[src/rtl/mcu_multi_cycle_ctrl.sv]
// Multi-cycle MCU control FSM: sequences FETCH/DECODE/EXEC/MEM/WB/HALT and decodes datapath strobes.
// Latency: JMP 2, BEQ 3, R-type/ADDI 4, SW 4+w, LW 5+w cycles (w = MEM cycles with mem_ready low).
// Backpressure: MEM holds MemRead/MemWrite and stalls until mem_ready; HALT stalls until Clear.
// Ports: clk, Clear (async, active-high); opcode/zero/mem_ready from datapath and memory;
//   PCWrite/IRWrite/RegWrite strobes, RegDst/Jump/Branch/MemToReg/ALUsrc selects,
//   MemRead/MemWrite, ALUop, state, halted, illegal, instr_count (retired instructions).
module mcu_multi_cycle_ctrl #(
  parameter int unsigned CNT_W = 16
) (
  input  logic             clk,
  input  logic             Clear,
  input  logic [3:0]       opcode,
  input  logic             zero,
  input  logic             mem_ready,
  output logic             PCWrite,
  output logic             IRWrite,
  output logic             RegWrite,
  output logic             RegDst,
  output logic             Jump,
  output logic             Branch,
  output logic             MemToReg,
  output logic             ALUsrc,
  output logic             MemRead,
  output logic             MemWrite,
  output logic [2:0]       ALUop,
  output logic [2:0]       state,
  output logic             halted,
  output logic             illegal,
  output logic [CNT_W-1:0] instr_count
);

  typedef enum logic [2:0] {
    S_FETCH  = 3'd0,
    S_DECODE = 3'd1,
    S_EXEC   = 3'd2,
    S_MEM    = 3'd3,
    S_WB     = 3'd4,
    S_HALT   = 3'd5
  } state_t;

  localparam logic [3:0] OP_ADDI = 4'h5;
  localparam logic [3:0] OP_LW   = 4'h8;
  localparam logic [3:0] OP_SW   = 4'h9;
  localparam logic [3:0] OP_BEQ  = 4'hA;
  localparam logic [3:0] OP_JMP  = 4'hC;
  localparam logic [3:0] OP_HALT = 4'hF;

  state_t           state_q, state_d;
  logic [3:0]       op_q, op_d;
  logic [CNT_W-1:0] cnt_q, cnt_d;

  logic pcw_c, irw_c, rw_c, rd_c, jmp_c, br_c, m2r_c, asrc_c, mr_c, mw_c;
  logic halted_c, illegal_c, retire_c;
  logic [2:0] aluop_c;

  function automatic logic is_rtype(input logic [3:0] op);
    return op <= 4'h4;
  endfunction

  function automatic logic is_defined(input logic [3:0] op);
    return is_rtype(op) || op == OP_ADDI || op == OP_LW || op == OP_SW ||
           op == OP_BEQ || op == OP_JMP || op == OP_HALT;
  endfunction

  always_comb begin
    pcw_c     = 1'b0;
    irw_c     = 1'b0;
    rw_c      = 1'b0;
    rd_c      = 1'b0;
    jmp_c     = 1'b0;
    br_c      = 1'b0;
    m2r_c     = 1'b0;
    asrc_c    = 1'b0;
    mr_c      = 1'b0;
    mw_c      = 1'b0;
    aluop_c   = 3'b000;
    halted_c  = 1'b0;
    illegal_c = 1'b0;
    retire_c  = 1'b0;
    op_d      = op_q;
    state_d   = S_FETCH;
    case (state_q)
      S_FETCH: begin
        irw_c   = 1'b1;
        pcw_c   = 1'b1;
        state_d = S_DECODE;
      end
      S_DECODE: begin
        // op_q is not yet valid here, so this state decodes the live opcode.
        op_d = opcode;
        if (opcode == OP_JMP) begin
          jmp_c    = 1'b1;
          pcw_c    = 1'b1;
          retire_c = 1'b1;
          state_d  = S_FETCH;
        end else if (opcode == OP_HALT) begin
          retire_c = 1'b1;
          state_d  = S_HALT;
        end else if (is_defined(opcode)) begin
          state_d = S_EXEC;
        end else begin
          illegal_c = 1'b1;
          state_d   = S_FETCH;
        end
      end
      S_EXEC: begin
        if (is_rtype(op_q)) begin
          aluop_c = op_q[2:0];
          state_d = S_WB;
        end else if (op_q == OP_ADDI) begin
          asrc_c  = 1'b1;
          state_d = S_WB;
        end else if (op_q == OP_LW || op_q == OP_SW) begin
          asrc_c  = 1'b1;
          state_d = S_MEM;
        end else if (op_q == OP_BEQ) begin
          aluop_c  = 3'b001;
          br_c     = 1'b1;
          pcw_c    = zero;
          retire_c = 1'b1;
          state_d  = S_FETCH;
        end
      end
      S_MEM: begin
        if (op_q == OP_LW) begin
          mr_c    = 1'b1;
          state_d = mem_ready ? S_WB : S_MEM;
        end else if (op_q == OP_SW) begin
          mw_c     = 1'b1;
          retire_c = mem_ready;
          state_d  = mem_ready ? S_FETCH : S_MEM;
        end
      end
      S_WB: begin
        rw_c     = 1'b1;
        rd_c     = is_rtype(op_q);
        m2r_c    = (op_q == OP_LW);
        retire_c = 1'b1;
      end
      S_HALT: begin
        halted_c = 1'b1;
        state_d  = S_HALT;
      end
      default: state_d = S_FETCH;
    endcase
    cnt_d = retire_c ? cnt_q + CNT_W'(1) : cnt_q;
  end

  always_ff @(posedge clk or posedge Clear) begin
    if (Clear) begin
      state_q <= S_FETCH;
      op_q    <= 4'h0;
      cnt_q   <= '0;
    end else begin
      state_q <= state_d;
      op_q    <= op_d;
      cnt_q   <= cnt_d;
    end
  end

  // Reset state is FETCH, whose strobes would otherwise be live; Clear masks
  // every output combinationally so strobes drop without waiting for an edge.
  assign PCWrite     = pcw_c     & ~Clear;
  assign IRWrite     = irw_c     & ~Clear;
  assign RegWrite    = rw_c      & ~Clear;
  assign RegDst      = rd_c      & ~Clear;
  assign Jump        = jmp_c     & ~Clear;
  assign Branch      = br_c      & ~Clear;
  assign MemToReg    = m2r_c     & ~Clear;
  assign ALUsrc      = asrc_c    & ~Clear;
  assign MemRead     = mr_c      & ~Clear;
  assign MemWrite    = mw_c      & ~Clear;
  assign ALUop       = aluop_c   & {3{~Clear}};
  assign halted      = halted_c  & ~Clear;
  assign illegal     = illegal_c & ~Clear;
  assign state       = state_q;
  assign instr_count = cnt_q;

endmodule

[config.mk]
export PLATFORM = sky130hd
export DESIGN_NAME = mcu_multi_cycle_ctrl
export DESIGN_NICKNAME = d
export VERILOG_FILES = /design/src/rtl/mcu_multi_cycle_ctrl.sv
export SDC_FILE = /design/constraint.sdc
export NUM_CORES = 1
export LEC_CHECK = 0
export BUFFER_PORTS_ARGS = -buffer_cell sky130_fd_sc_hd__buf_4
export CORE_UTILIZATION = 40
export CTS_BUF_LIST = sky130_fd_sc_hd__clkbuf_4
export CTS_CLUSTER_SIZE = 10
export DETAILED_ROUTE_END_ITERATION = 16
export PLACE_DENSITY = 0.65
export SYNTH_ARGS = -nofsm -noshare
export SYNTH_HDL_FRONTEND = slang
export SYNTH_SLANG_ARGS = --single-unit
[constraint.sdc]
create_clock -name clk -period 5.8 [get_ports clk]
set_input_delay 0.29 -clock clk [delete_from_list [all_inputs] [get_ports clk]]
set_output_delay 0.29 -clock clk [all_outputs]
set_load 0.01 [all_outputs]
==> results of run 1 <==
registers in the layout (all words and copies together) (netlist names):
signal and flops:
op_q 4, instr_count 16, state 3
cell type report:
type                            count  area share
Sequential cell                    23       0.327
Timing Repair Buffer               41       0.175
Clock inverter                      1     0.00284
Clock buffer                        3      0.0128
Tap cell                           46      0.0327
Multi-Input combinational cell    112       0.437
Inverter                            6      0.0128
cells by family (layout without fill, tap and decap cells):
family / Yosys count / in the layout / share of synthesized area
compound gates: 17 / 17 / 0.0990
xor+xnor: 17 / 17 / 0.105
fa+ha+maj: 1 / 1 / 0.00884
buf+inv: 15 / 51 / 0.0504
flops: 23 / 23 / 0.407
mux: 6 / 6 / 0.0477
simple gates: 71 / 71 / 0.282
power breakdown:
group	total, mW	switching, mW	internal, mW	leakage [nW]
clock network	0.0724	0.0467	0.0257	0.0177
logic	0.298	0.143	0.155	0.459
registers	0.304	0.0998	0.205	0.246
through the flow:
stage / utilization / power [mW]
floorplan: - / 0.505
global placement: 0.515 / 0.594
detailed placement: 0.515 / 0.605
CTS: 0.523 / 0.679
global route: 0.523 / 0.726
finish: 0.523 / 0.675
worst max-delay path, cell delays in order:
cell     delay [ns]
buf_4          0.13
inv_1          0.67
nand2_1        0.14
or3_1          0.38
nor3_1         0.19
buf_4          0.15
layout by cell type, fill, tap and decap left out, drive strengths merged, types with 2 or more instances in the layout:
cell / netlist / layout
a211oi: 3 / 3
a21oi: 4 / 4
a31oi: 2 / 2
and3: 6 / 6
buf: 3 / 41
clkbuf: 6 / 3
dfrtp: 23 / 23
inv: 6 / 6
mux2: 6 / 6
nand2: 11 / 11
nand2b: 5 / 5
nand3: 8 / 8
nand4b: 2 / 2
nor2: 14 / 14
nor2b: 4 / 4
nor3: 5 / 5
nor4: 7 / 7
nor4b: 2 / 2
o21ai: 2 / 2
or3: 2 / 2
xnor2: 3 / 3
xor2: 14 / 14
per-layer routing:
metal / vias up / wire (microns) / part of all wire / track usage
li1: 600 / - / - / -
met1: 601 / 1440 / 0.46 / 0.222
met2: 35 / 1550 / 0.49 / 0.303
met3: 2 / 133 / 0.042 / 0.0210
met4: 0 / 19 / 0.0061 / 0.0476
met5: - / 0 / 0 / 0
worst min-delay path by stage:
| stage | slack [ns] | endpoint | cells after the start | start |
|---|---|---|---|---|
| floorplan | 0.31 | instr_count[0] | 1 | Clear |
| global placement | 0.46 | instr_count[15] | 1 | instr_count[15] |
| detailed placement | 0.46 | instr_count[15] | 1 | instr_count[15] |
| CTS | 0.23 | op_q[0] | 2 | Clear |
| global route | 0.24 | op_q[0] | 2 | opcode[0] |
| finish | 0.20 | op_q[0] | 2 | Clear |
==> impl_metrics.json, run 1 <==
{
  "status": "finished clean",
  "grt_pass1_vias": 1066,
  "setup.worst_path.start": "Clear",
  "critical_path_class": "input pin to output pin",
  "insertion_delay_ns": 0.30,
  "num_io_pins": 42,
  "port_buffers": 41,
  "yosysWarnings": 0,
  "cts_resized": 0,
  "max-vdd-ir-drop_mv": 0.174,
  "synth_top_area_frac": 0.407,
  "relSlewSlack": 0.381,
  "drtAntennaViolNets": 0,
  "reg2regPathDepth": 5,
  "r2r_slack_ns": 3.59,
  "hold_violations": 0,
  "placed_cell_area_sq_um": 1730,
  "drive_gt1_frac": 0.296,
  "h-tree-depth": 1,
  "ys_ff_latch": 23,
  "postCtsSetupBuffers": 0,
  "clock-sinks": 23,
  "skew_ns": 0.00632,
  "endpoint": "RegDst",
  "async_flop_share": 1.00,
  "ys.flop_type": "dfrtp_1",
  "dieHeight_microns": 61.5,
  "r2r_end": "instr_count[11]",
  "setup_slack_ns": 3.56,
  "drc": 0,
  "synth_top_cells_by_count": "dfrtp_1 (23), nor2_1 (14), xor2_1 (14), nand2_1 (11), nand3_1 (8)",
  "initial_core_util": 0.421,
  "crit_fanout": 25,
  "clock_path_buffers": 2,
  "syn_nets": 159,
  "dieWidth_microns": 61.5,
  "cp.required_ns": 5.51,
  "setup_violations": 0,
  "fmax_mhz": 446,
  "hpwlAfterDp_mm": 2.27,
  "num_rows": 21,
  "p_per_area_nw_per_um2": 384,
  "hold_class": "input pin to asynchronous set/reset pin",
  "dpl.cell_count": 228,
  "syn2layout_area_growth_pct": 24.3,
  "grt_setup_unrepaired": "false",
  "diodes": 0,
  "cts_hold_buffers": 0,
  "routed_wl_mm": 3.14,
  "n_fill_cell": 333,
  "vias_per_cell": 5.34,
  "multi_input_area_sq_um": 768,
  "place_ws_ns": 3.50,
  "finalCritPeriodShare": 0.386,
  "crit_path_start_kind": "input pin",
  "synth_area_leaders": "dfrtp_1 (41%), xor2_1 (8.7%), mux2_2 (4.8%), nor2_1 (3.7%), nand2_1 (2.9%)",
  "core_sq_um": 3360,
  "stdcell_count": 232,
  "grt_overflow": 0,
  "cts-root-buf": "clkbuf_4",
  "finalSetupTns_ns": 0,
  "antenna_found_initial": 0,
  "arrival_ns": 1.95,
  "syn_inst": 150,
  "stdcell_area_sq_um": 1760,
  "worst_pin_slew_ns": 0.928,
  "grt_use_total": 0.172,
  "nNetsFinal": 196,
  "r2r-start": "op_q[1]",
  "yosysTopAreaCell": "dfrtp_1",
  "vias": 1238,
  "ys_types": 37,
  "cts_tree": "yes",
  "finalMaxSlewViolations": 0,
  "maxCapViolCount": 0,
  "grt_max_degree": 26,
  "seq_area_frac_synth": 0.407,
  "p_leak_nw": 0.723,
  "firstDrtPassIters": 4,
  "end_kind": "output pin",
  "fin_crit_ns": 2.24,
  "synth_most_common_cell": "dfrtp_1",
  "hold_slack_ns": 0.204,
  "synth_edf_count": 0,
  "syn_avg_cell_area_sq_um": 9.43,
  "cts_inserted_buffers": 3,
  "drtIter0Drc": 81,
  "wire_per_inst_microns": 13.5,
  "dieArea_sq_um": 3780,
  "clk_pin_slew_worst_paths_ns": 0.13,
  "grt_pass1_wl_mm": 4.85,
  "gp_congestion": 0.790,
  "final-seq-area_sq_um": 576,
  "syn_area_sq_um": 1420
}
Note: power is estimated with default switching activity, not from simulation.
==> inputs of run 2 (changes only) <==
--- a/config.mk
+++ b/config.mk
@@ -5,12 +5,13 @@
 export SDC_FILE = /design/constraint.sdc
 export NUM_CORES = 1
 export LEC_CHECK = 0
+export ABC_AREA = 1
 export BUFFER_PORTS_ARGS = -buffer_cell sky130_fd_sc_hd__buf_4
 export CORE_UTILIZATION = 40
 export CTS_BUF_LIST = sky130_fd_sc_hd__clkbuf_4
 export CTS_CLUSTER_SIZE = 10
 export DETAILED_ROUTE_END_ITERATION = 16
-export PLACE_DENSITY = 0.65
+export PLACE_DENSITY = 0.67
 export SYNTH_ARGS = -nofsm -noshare
 export SYNTH_HDL_FRONTEND = slang
 export SYNTH_SLANG_ARGS = --single-unit
==> constraint.sdc (replaced) <==
create_clock -name clk -period 1.8 [get_ports clk]
set_input_delay 0.09 -clock clk [delete_from_list [all_inputs] [get_ports clk]]
set_output_delay 0.09 -clock clk [all_outputs]
set_load 0.01 [all_outputs]
==> run 2 against run 1 <==
Sequential power up 70%. Via count up 37%. Count of clock-buffer cells in the layout up 1. Combinational power down 84%. Wire length up 31%. First-iteration DRC count up 27%. Final area up 17%. Clock power rose to 3.6 times the previous value. Global-route usage up 3.4 points. Register-to-register slack worse by 3.4 ns. Worst setup slack worse by 3.5 ns. Critical path type is now register to output pin. Critical endpoint is now illegal. Largest cell class unchanged.
==> impl_metrics.json, run 2 <==
{
  "status": "finished clean",
  "wl_met3_microns": 244,
  "synth_edf_count": 0,
  "stdcell_area_sq_um": 2070,
  "syn_area_sq_um": 1610,
  "finalMaxSlewViolations": 0,
  "clock_path_buffers": 2,
  "synth_area_leaders": "dfrtp_1 (36%), nand2_1 (20%), nand3_1 (8.1%), nor2_1 (7.5%), inv_1 (6.8%)",
  "initial_core_util": 0.429,
  "vias": 1702,
  "relSlewSlack": 0.735,
  "r2r_end": "instr_count[13]",
  "worst_pin_slew_ns": 0.397,
  "cts-root-buf": "clkbuf_4",
  "syn2layout_area_growth_pct": 28.8,
  "hold_slack_ns": 0.0598,
  "drtIter0Drc": 103,
  "setup.worst_path.start": "state[0]",
  "insertion_delay_ns": 0.32,
  "yosysTopAreaCell": "dfrtp_1",
  "num_rows": 22,
  "cp.required_ns": 1.71,
  "dieArea_sq_um": 4270,
  "ys_types": 26,
  "firstDrtPassIters": 4,
  "grt_use_total": 0.206,
  "hold_class": "input pin to register",
  "maxCapViolCount": 0,
  "max_stage_delay_ns": 0.42,
  "placed_cell_area_sq_um": 1970,
  "fin_crit_ns": 1.70,
  "endpoint": "illegal",
  "reg2regPathDepth": 8,
  "wire_per_inst_microns": 11.9,
  "ys_ff_latch": 23,
  "drtAntennaViolNets": 0,
  "dieHeight_microns": 65.4,
  "fmax_mhz": 588,
  "diodes": 0,
  "grt_pass1_wl_mm": 6.84,
  "critical_path_class": "register to output pin",
  "mostFrequentLayoutCells": "nand2_1 (86), buf_4 (47), nor2_1 (31)",
  "skew_ns": 0.0104,
  "syn_nets": 258,
  "synth_top_cells_by_count": "nand2_1 (86), nor2_1 (32), inv_1 (29), nand3_1 (26), dfrtp_1 (23)",
  "dieWidth_microns": 65.4,
  "setup_violations": 0,
  "async_flop_share": 1.00,
  "grt_max_degree": 17,
  "cts_inserted_buffers": 3,
  "path_cells": "inv_1 -> nor2_1 -> nand2_2 -> nor4_2 -> buf_4",
  "seq_area_frac_synth": 0.359,
  "crit_fanout": 5,
  "port_buffers": 41,
  "clock-sinks": 23,
  "ys.flop_type": "dfrtp_1",
  "clk_pin_slew_worst_paths_ns": 0.12,
  "grt_overflow": 0,
  "end_kind": "output pin",
  "drive_gt1_frac": 0.222,
  "hpwlAfterDp_mm": 3.01,
  "setup_slack_ns": 0.0998,
  "r2r_slack_ns": 0.20,
  "place_ws_ns": 0.0999,
  "h-tree-depth": 1,
  "cp_num_buf_inv": 2,
  "grt_pass1_vias": 1495,
  "finalCritPeriodShare": 0.945,
  "vias_per_cell": 4.93,
  "p_leak_nw": 1.09,
  "max-vdd-ir-drop_mv": 0.290,
  "finish.utilization": 0.552,
  "routed_wl_mm": 4.11,
  "cts_tree": "yes",
  "antenna_found_initial": 0,
  "synth_most_common_cell": "nand2_1",
  "core_sq_um": 3740,
  "final_common_cell": "nand2_1",
  "drc": 0,
  "syn_avg_cell_area_sq_um": 6.45,
  "num_io_pins": 42,
  "p_per_area_nw_per_um2": 401,
  "largest_reg_flops": 16,
  "path_delay_family": "simple AND/OR/NAND/NOR gates",
  "cp_slowest_cell": "dfrtp_1",
  "arrival_ns": 1.61,
  "wl_met2_mm": 1.71,
  "wl_met1_mm": 2.11,
  "crit_path_start_kind": "register",
  "gp_congestion": 0.937,
  "syn_inst": 249,
  "highest_layer": "met4",
  "hold_violations": 0,
  "r2r-start": "op_q[1]",
  "yosysWarnings": 0,
  "nNetsFinal": 307,
  "path_depth": 5,
  "synth_top_area_frac": 0.359
}
## run 2: cell types whose count changed in the layout (fill, tap and decap cells not counted), sizes merged, moves of 6 or more
cell | previous run | this run
mux2 | 6 | 0
nand3 | 8 | 28
nor2 | 14 | 37
and3 | 6 | 0
nor4 | 7 | 1
inv | 6 | 30
nand4 | 0 | 8
buf | 41 | 47
xor2 | 14 | 3
nand2 | 11 | 87
o21ai | 2 | 9
## run 2: worst min path at each step
stage          startpoint             end  slack (ns)  cells past startpoint
2_1_floorplan       Clear  instr_count[0]        0.11                      1
3_3_place_gp        Clear        state[0]        0.21                      3
3_5_place_dp        Clear        state[0]        0.21                      3
4_1_cts         opcode[3]         op_q[3]        0.06                      3
5_1_grt         opcode[3]         op_q[3]        0.08                      3
6_report        opcode[3]         op_q[3]        0.06                      3
## run 2: stage by stage
stage                     power (mW)  TNS (ns)  instances
after global placement         0.573         0        337
after floorplan                0.548         0        249
after CTS                      0.837         0        342
after global routing           0.856   -0.0645        345
after detailed placement       0.573         0        337
final                          0.830         0        345
## run 2: final cells by class
cell class / instances / area [sq um]
sequential: 23 / 577
timing repair buffer: 48 / 363
clock buffer: 4 / 30.0
tap: 48 / 60.1
fill: 396 / 1680
multi-input combinational: 192 / 925
inverter: 30 / 113
## run 2: metal layers
layer | track usage | vias up
met4 | 0.0652 | 0
li1 | - | 890
met5 | 0 | -
met2 | 0.305 | 57
met3 | 0.0156 | 5
met1 | 0.313 | 750
## run 2: worst min-delay path, stage by stage
cell,delay [ns]
buf_4,0.12
inv_1,0.05
o21ai_0,0.08
## run 2: where the power goes
part	internal [mW]	switching, mW	leakage (nW)	total [mW]
combinational	0.0193	0.0296	0.784	0.0488
clock	0.102	0.162	0.0184	0.264
sequential	0.517	0	0.290	0.517
## run 2: cell families after synthesis
kind of cell	Yosys count	synth area share
xor gates and xnor gates	7	0.0382
buffers and inverters	34	0.0888
DFF	23	0.359
adders and majority gates	1	0.00779
AOI/OAI and AO/OA	15	0.0491
and+or+nand+nor	169	0.458
## run 2: repair_timing
| item | 4_1_cts | 5_1_grt |
|---|---|---|
| setup endpoints to repair | 0 | 19 |
| hold endpoints to repair | 23 | 0 |
| buffers inserted | 0 | 3 |
| gates resized for setup | 0 | 9 |
| hold buffers | 1 | 0 |
==> inputs of run 3 (changes only) <==
--- a/config.mk
+++ b/config.mk
@@ -5,13 +5,12 @@
 export SDC_FILE = /design/constraint.sdc
 export NUM_CORES = 1
 export LEC_CHECK = 0
-export ABC_AREA = 1
 export BUFFER_PORTS_ARGS = -buffer_cell sky130_fd_sc_hd__buf_4
 export CORE_UTILIZATION = 40
 export CTS_BUF_LIST = sky130_fd_sc_hd__clkbuf_4
 export CTS_CLUSTER_SIZE = 10
 export DETAILED_ROUTE_END_ITERATION = 16
-export PLACE_DENSITY = 0.67
+export PLACE_DENSITY = 0.68
 export SYNTH_ARGS = -nofsm -noshare
 export SYNTH_HDL_FRONTEND = slang
 export SYNTH_SLANG_ARGS = --single-unit
==> run 3 against run 2 <==
The run now ends with negative setup slack left. Combinational power grew to 29 times the previous value. Clock power is 5% lower. Wire length is 19% lower. Hold slack worse by 0.0044 ns. Clock skew is 0.0057 ns lower. Core utilization is 3.0 points higher. Via count is 25% lower.
==> impl_metrics.json, run 3 (synthesis gave the netlist of run 1 again) <==
{
  "status": "finished with violations",
  "violations": "negative setup slack",
  "mostFrequentLayoutCells": "buf_4 (50), dfrtp_1 (23), xor2_1 (14)",
  "cp.required_ns": 2.00,
  "min_to": "op_q[3]",
  "drc": 0,
  "grt_max_degree": 25,
  "setup_slack_ns": -0.0843,
  "hpwlAfterDp_mm": 2.42,
  "finalCritPeriodShare": 1.05,
  "hold_class": "input pin to register",
  "wire_per_inst_microns": 13.7,
  "vias_per_cell": 5.20,
  "p_leak_nw": 0.805,
  "antenna_found_initial": 0,
  "dieArea_sq_um": 3780,
  "critical_path_class": "register to register",
  "maxCapViolCount": 0,
  "crit_fanout": 8,
  "insertion_delay_ns": 0.30,
  "fin_crit_ns": 1.88,
  "num_io_pins": 42,
  "finalMaxSlewViolations": 0,
  "grt_overflow": 0,
  "port_buffers": 41,
  "hold_violations": 0,
  "routed_wl_mm": 3.35,
  "core_sq_um": 3360,
  "fmax_mhz": 531,
  "grt_pass1_vias": 1084,
  "syn2layout_area_growth_pct": 38.3,
  "final_common_cell": "buf_4",
  "crit_path_start_kind": "register",
  "grt_pass1_wl_mm": 4.86,
  "dieHeight_microns": 61.5,
  "end_kind": "register",
  "r2r-start": "state[0]",
  "placed_cell_area_sq_um": 1840,
  "cts-root-buf": "clkbuf_4",
  "grt_use_total": 0.172,
  "drive_gt1_frac": 0.419,
  "worst_pin_slew_ns": 0.477,
  "stdcell_area_sq_um": 1960,
  "setup.worst_path.start": "state[0]",
  "nNetsFinal": 208,
  "r2r_slack_ns": -0.08,
  "dieWidth_microns": 61.5,
  "hold_depth": 2,
  "cts_inserted_buffers": 3,
  "initial_core_util": 0.421,
  "drtAntennaViolNets": 0,
  "firstDrtPassIters": 4,
  "reg2regPathDepth": 5,
  "h-tree-depth": 1,
  "largest_reg_flops": 16,
  "r2r_end": "instr_count[1]",
  "cts_tree": "yes",
  "clk_pin_slew_worst_paths_ns": 0.12,
  "skew_ns": 0.00469,
  "setup_violations": 7,
  "max-vdd-ir-drop_mv": 0.858,
  "clock_path_buffers": 2,
  "relSlewSlack": 0.682,
  "hold_start": "opcode[3]",
  "clock-sinks": 23,
  "dpl.cell_count": 237,
  "arrival_ns": 2.09,
  "grt_setup_unrepaired": "true",
  "p_per_area_nw_per_um2": 1260,
  "vias": 1270,
  "num_rows": 21,
  "diodes": 0,
  "n_fill_cell": 313,
  "gp_congestion": 0.905,
  "drtIter0Drc": 79,
  "stdcell_count": 244
}
[run 3: cell count changes in the layout (fill, tap and decap cells not counted), sizes merged, moves of 7 or more]
cell   previous run  this run
nand2            87        11
inv              30         6
nor2             37        14
nand3            28         8
xor2              3        14
nand4             8         0
o21ai             9         2
[run 3: layout make-up]
| cell class | instances | area, sq um | share of cell area |
|---|---|---|---|
| Multi-Input combinational cell | 113 | 875 | 0.447 |
| Sequential cell | 23 | 576 | 0.294 |
| Timing Repair Buffer | 52 | 397 | 0.203 |
| Tap cell | 46 | 57.6 | 0.0294 |
| Clock buffer | 4 | 30.0 | 0.0153 |
| Inverter | 6 | 22.5 | 0.0115 |
[run 3: layer usage]
metal	vias to the layer above	GRT usage	wire [microns]
li1	625	-	-
met1	605	0.220	1480
met2	36	0.303	1690
met3	4	0.0126	138
met4	0	0.0635	36
met5	-	0	0
[run 3: worst max path at each step]
stage / end / slack [ns] / depth (start not counted)
final: instr_count[1] / -0.08 / 5
after global routing: instr_count[4] / -0.13 / 7
after CTS: instr_count[1] / -0.02 / 5
after detailed placement: instr_count[6] / -0.002 / 5
after global placement: instr_count[6] / 0.04 / 5
after floorplan: instr_count[1] / -0.07 / 6
[run 3: where the power goes]
part	total, mW	switching (mW)	internal (mW)
combinational	1.41	0.751	0.656
clock	0.251	0.150	0.101
sequential	0.800	0.138	0.662
[run 3: timing repair]
item	CTS	global route
pin swaps	0	1
setup buffers	0	1
resized for setup	2	12
gates cloned	0	1
endpoints found under the hold margin	23	0
setup endpoints to repair	7	24
hold buffers	1	0
[run 3: worst max-delay path, cell delays in order (launching register included)]
cell and delay, ns:
dfrtp_1 0.40, or3b_4 0.40, a2111oi_4 0.43, buf_4 0.19
a21oi_4 0.06, mux2_2 0.30
[run 3: metrics by stage]
step / hold WS (ns) / power [mW] / util / worst slack (ns) / setup TNS, ns
after floorplan: 0.106 / 1.65 / - / -0.0711 / -0.314
after global routing: 0.0460 / 2.62 / 0.582 / -0.129 / -1.18
after CTS: 0.0522 / 2.37 / 0.561 / -0.0184 / -0.0567
final: 0.0554 / 2.46 / 0.582 / -0.0843 / -0.410
after global placement: 0.206 / 2.07 / 0.546 / 0.0400 / 0
after detailed placement: 0.215 / 2.11 / 0.546 / -0.00166 / -0.00166
